--- config.mk ---
export PLATFORM = sky130hd
export DESIGN_NAME = reg_file_clken
export DESIGN_NICKNAME = d
export VERILOG_FILES = /design/src/rtl/reg_file_clken.sv
export SDC_FILE = /design/constraint.sdc
export NUM_CORES = 1
export LEC_CHECK = 0
export CORE_ASPECT_RATIO = 1.2
export CORE_UTILIZATION = 52
export DETAILED_ROUTE_END_ITERATION = 12
export GPL_TIMING_DRIVEN = 0
export PLACE_DENSITY = 0.87
export SLEW_MARGIN = 20
export SYNTH_ARGS = -nofsm -noshare
export SYNTH_HDL_FRONTEND = slang
export SYNTH_SLANG_ARGS = --single-unit
--- constraint.sdc ---
create_clock -name clk_n -period 2.55 [get_ports clk_n]
set_input_delay 0.255 -clock clk_n [delete_from_list [all_inputs] [get_ports clk_n]]
set_output_delay 0.255 -clock clk_n [all_outputs]
set_load 0.01 [all_outputs]
--- src/rtl/reg_file_clken.sv ---
// Parametrised register file: one write port, two registered read ports, optional
// write-to-read bypass, optional hardwired-zero entry 0 and per-entry valid bits.
module reg_file_clken #(
  parameter int WIDTH    = 16,
  parameter int DEPTH    = 8,
  parameter int AW       = $clog2(DEPTH),
  parameter bit BYPASS   = 1'b1,
  parameter bit ZERO_REG = 1'b0
) (
  input  logic             clk_n,
  input  logic             rst_n,
  input  logic             clk_en,
  input  logic             clr,
  input  logic             we,
  input  logic [AW-1:0]    waddr,
  input  logic [WIDTH-1:0] wdata,
  input  logic [AW-1:0]    ra0,
  input  logic [AW-1:0]    ra1,
  output logic [WIDTH-1:0] rd0,
  output logic [WIDTH-1:0] rd1,
  output logic             rv0,
  output logic             rv1
);

  localparam logic [AW:0] DEPTH_W = (AW+1)'(DEPTH);

  logic [WIDTH-1:0] mem [DEPTH];
  logic [DEPTH-1:0] valid;
  logic [DEPTH-1:0] valid_nxt;
  logic             wr_ok;
  logic [AW-1:0]    ra     [2];
  logic [WIDTH-1:0] rd_nxt [2];
  logic             rv_nxt [2];

  assign ra[0] = ra0;
  assign ra[1] = ra1;

  always_comb begin
    wr_ok = we && ({1'b0, waddr} < DEPTH_W) && !(ZERO_REG && (waddr == '0));
  end

  // An accepted write overrides a same-cycle clear for its own entry.
  always_comb begin
    valid_nxt = valid;
    if (clr)
      valid_nxt = '0;
    if (wr_ok)
      valid_nxt[waddr] = 1'b1;
  end

  always_comb begin
    for (int unsigned p = 0; p < 2; p++) begin
      rd_nxt[p] = '0;
      rv_nxt[p] = 1'b0;
      if ({1'b0, ra[p]} < DEPTH_W) begin
        if (ZERO_REG && (ra[p] == '0)) begin
          rv_nxt[p] = 1'b1;
        end else if (BYPASS && wr_ok && (waddr == ra[p])) begin
          rd_nxt[p] = wdata;
          rv_nxt[p] = 1'b1;
        end else begin
          rd_nxt[p] = mem[ra[p]];
          rv_nxt[p] = valid[ra[p]] && !clr;
        end
      end
    end
  end

  always_ff @(posedge clk_n) begin
    if (!rst_n) begin
      for (int unsigned i = 0; i < DEPTH; i++)
        mem[i] <= '0;
      valid <= '0;
      rd0   <= '0;
      rd1   <= '0;
      rv0   <= 1'b0;
      rv1   <= 1'b0;
    end else if (clk_en) begin
      if (wr_ok)
        mem[waddr] <= wdata;
      valid <= valid_nxt;
      rd0   <= rd_nxt[0];
      rd1   <= rd_nxt[1];
      rv0   <= rv_nxt[0];
      rv1   <= rv_nxt[1];
    end
  end

endmodule

# == Word-level counts from Yosys, hierarchy flattened ==
# Memory sizes are Yosys's and may differ from the RTL's. A register that Yosys moved wholly into a read port is not among the register bits.
# Cells that the tools add are included.
# op_classes
order_cmp,4
n_eq_ne,2
muxes,18
n_bitwise,1
n_reduce_logical,9
# ops
cell,count
$mux 16,1
$mux 8,2
$reduce_or 16->1,1
$lt 3x4->1 const B,3
$mux 1,11
$or 8x8->8,1
$bmux 1 s3,2
$eq 3x3->1,2
$logic_and 1x1->1,5
$demux 1 s3,1
$ge 3x1->1 const B,1
$logic_not 1->1,3
$mux 3,1
# totals
register_bits,10
mem_bits_rw,128
inputBits,30
output_inout_bits,34
elab_cells,38
n_memories,1
# mem_list
memory,words,width,read_ports,rd_clocked_by_memory_dff,write_ports,line_no,rtl
mem,8,16,2,2,8,27,logic [WIDTH-1:0] mem [DEPTH];

# == Longest topological paths before layout ==
# logic_depth
ltp_word,6
ltp_mapped,6
mapped_depth_nobuf,4

# == Least setup slack after synthesis ==
# OpenSTA, ideal clock, no wires.
# synth_timing
kind,input to register
start,input clk_en
end,memory mem[0][0] (enable)
setup_time_ps,414
t_arrival_ps,2097
required_time_ps,2136
slack_ps,38
path_stages,4
n_path_buf,1
cell_sequence,buf_2 -> nand2_1 -> or2_2 -> o31ai_1
# synth_lines
item,line_no,rtl
from (decl),12,"input logic clk_en,"
to (decl),27,

==> run metrics <==
r2r setup slk 1090 ps; M1 GR Usage 34.1%; CTS Buffer Depth 2; Seq/Total Area, Yosys a little under three fifths; Slew headroom 36.7%; CTS tree done; leakage 0.00354 µW; CTS Buf Count 17; Final Cycle Share 94.2%; setup violators final 0; ratio of cells with drive above 1 in the final layout roughly a fifth; post-route DRC violation count 0; clk_lat worst skew about 440 ps; Die Span Y 141 µm; global-route wire length before repair 36.3 mm; Clock transition at path regs 70 ps; Final Slew Violations 0; Clock Skews 10.0 ps; First-pass DRT Iterations 5; GRT Max-Usage Layer met2; RSZ-0062 raised after global routing false; worst hold margin between 400 and 500 ps; met2 track demand over resource 51.6%; Critical Path Start Type input port; DP Worst Slack -460 ps; Post-Syn Area 0.00838 mm²; Setup crit end mem[7][14]$_SDFFCE_PN0P_; initial detailed-routing violation count 692; Final WS setup about 150 ps; die area 0.0166 mm²; top achievable clock speed 416 MHz; synthesis-to-finish area growth 19.6%; GPL Wtd Cong 0.860; Cell variety after synth 34; io pins 64; routed len/inst 27.5 µm; RR Endpoint rd0[5]$_SDFFE_PN0P_; CTS Hold Buffers Added 0; VDD IR-drop max 0.521 mV; Worst Hold Class flip-flop to flip-flop; Num Clock Sinks 170; CP required 2850 ps; Crit Path Max Fanout 10; largest net degree at the start of global routing 19; Via-to-Cell Ratio 6.72; CP arrival 2700 ps; Hold Violations, Final 0; most frequent cells in the layout and2_1 (128), edfxtp_1 (128), mux4_2 (64), clkdlybuf4s50_1 (60), dfxtp_1 (42); # port buffers 60; cells on worst reg2reg path 3; Worst Max-Slew Pin Slew approximately 950 ps; GRT overflow 0; Post-DRT Antenna Nets 0; Crit Path Class input port to flip-flop; gr usage total between 30% and 40%; post-synthesis cell count 572; root buffer cell clkbuf_16; Post-layout nets 688; Post-synth EDFFs 128; vias in the first global route about 6200; Synth Area per Inst 14.7 µm²; CP Launch Point rst_n; core area 0.0157 mm²; Die Wd 118 µm; syn nets 602; Yosys reg bits 170; synth warn 0; antenna diode count 0; Worst setup EP type flip-flop; Core Util, Final 63.9%; met3 Use GR 8.66%; Rows 50; Initial Utilization 53.4%; initial antenna violation count 0; minimum clock period 2400 ps; top_reg_cell synth edfxtp_1; status completed; worst r2r src mem[1][5]$_SDFFCE_PN0P_; hold path start valid[0]$_SDFFE_PN0P_; power density cells 672 mW/mm²; H-tree levels 4; routed vias 5907; HPWL Detailed 15.9 mm; fraction of registers with async set/reset 0%; wirelength, routed around 24 mm; Max Cap Viol 0
==> through the flow <==
step | cells | setup TNS (ps) | power (µW) | cell area (µm²)
6_report | 879 | 0 | 6740 | 10000
5_1_grt | 879 | 0 | 6880 | 10000
4_1_cts | 879 | 0 | 6700 | 10000
3_5_place_dp | 847 | -17900 | 4120 | 9410
3_3_place_gp | 840 | -197050 | 4050 | 9250
2_1_floorplan | 572 | 0 | 3730 | 8380
==> layout make-up <==
cell class | count | area, µm²
Timing Repair Buffer | 67 | 706
Buffer | 41 | 184
Fill cell | 1008 | 5680
Multi-Input combinational cell | 361 | 3590
Sequential cell | 170 | 4680
Clock inverter | 15 | 175
Clock buffer | 17 | 425
Tap cell | 208 | 260
==> routing by layer <==
| layer | wire (µm) | up-vias |
|---|---|---|
| met3 | 2770 | 109 |
| li1 | - | 2408 |
| met2 | 12200 | 489 |
| met4 | 1320 | 0 |
| met1 | 7850 | 2901 |
| met5 | 0 | - |
==> worst max-delay path, stage by stage <==
cell,delay (ps)
clkdlybuf4s50_1,690
nand4_1,260
nor2_1,630
clkbuf_1,610
and2_1,250
==> worst min-delay path by stage <==
stage                               to  slack (ps)  cells past startpoint
3_5_place_dp     valid[0]$_SDFFE_PN0P_         450                      1
5_1_grt          valid[0]$_SDFFE_PN0P_         480                      1
2_1_floorplan      rd0[0]$_SDFFE_PN0P_         390                      2
6_report         valid[0]$_SDFFE_PN0P_         470                      1
3_3_place_gp     valid[0]$_SDFFE_PN0P_         440                      1
4_1_cts        mem[0][1]$_SDFFCE_PN0P_         450                      2
==> timing repair <==
item                       CTS  global route
setup buffers                0             0
setup endpoints to repair   10             9
gates resized for setup      2             1
==> synthesized netlist by cell type (4+ instances only) <==
master	instances	share of area, %
clkbuf_1	19	0.85
dfxtp_1	42	10
a21o_1	8	0.72
mux4_2	64	17
xor2_1	6	0.63
nor3b_1	4	0.36
buf_1	4	0.18
mux2i_1	36	4.3
a21oi_1	4	0.24
nand2b_1	4	0.30
o31ai_1	4	0.36
nor2b_1	5	0.37
and2_1	128	9.6
o21ai_0	40	2.4
buf_2	15	0.90
edfxtp_1	128	46
a22oi_1	32	2.9
==> state kept, by name, indices dropped and copies added, names as in the netlist <==
register,count
rd1,16
valid,8
mem,128
rd0,16
rv1,1
rv0,1
==> where the power goes <==
part	internal, µW	total [µW]	switching (µW)
combinational	405	836	431
clock	1410	2650	1240
sequential	3150	3260	106
total	4970	6740	1780
==> cells by family (layout without fill, tap and decap cells) <==
group                     count (synthesis)  in the layout  share of synthesized area, %
AOI/OAI and AO/OA                        95             95                          7.43
muxes                                   100            100                          21.5
xor gates and xnor gates                  6              6                         0.627
buffers and inverters                    41            140                          2.19
DFF                                     170            170                          55.9
and+or+nand+nor                         160            160                          12.4
(Power assumes the default switching activity.)
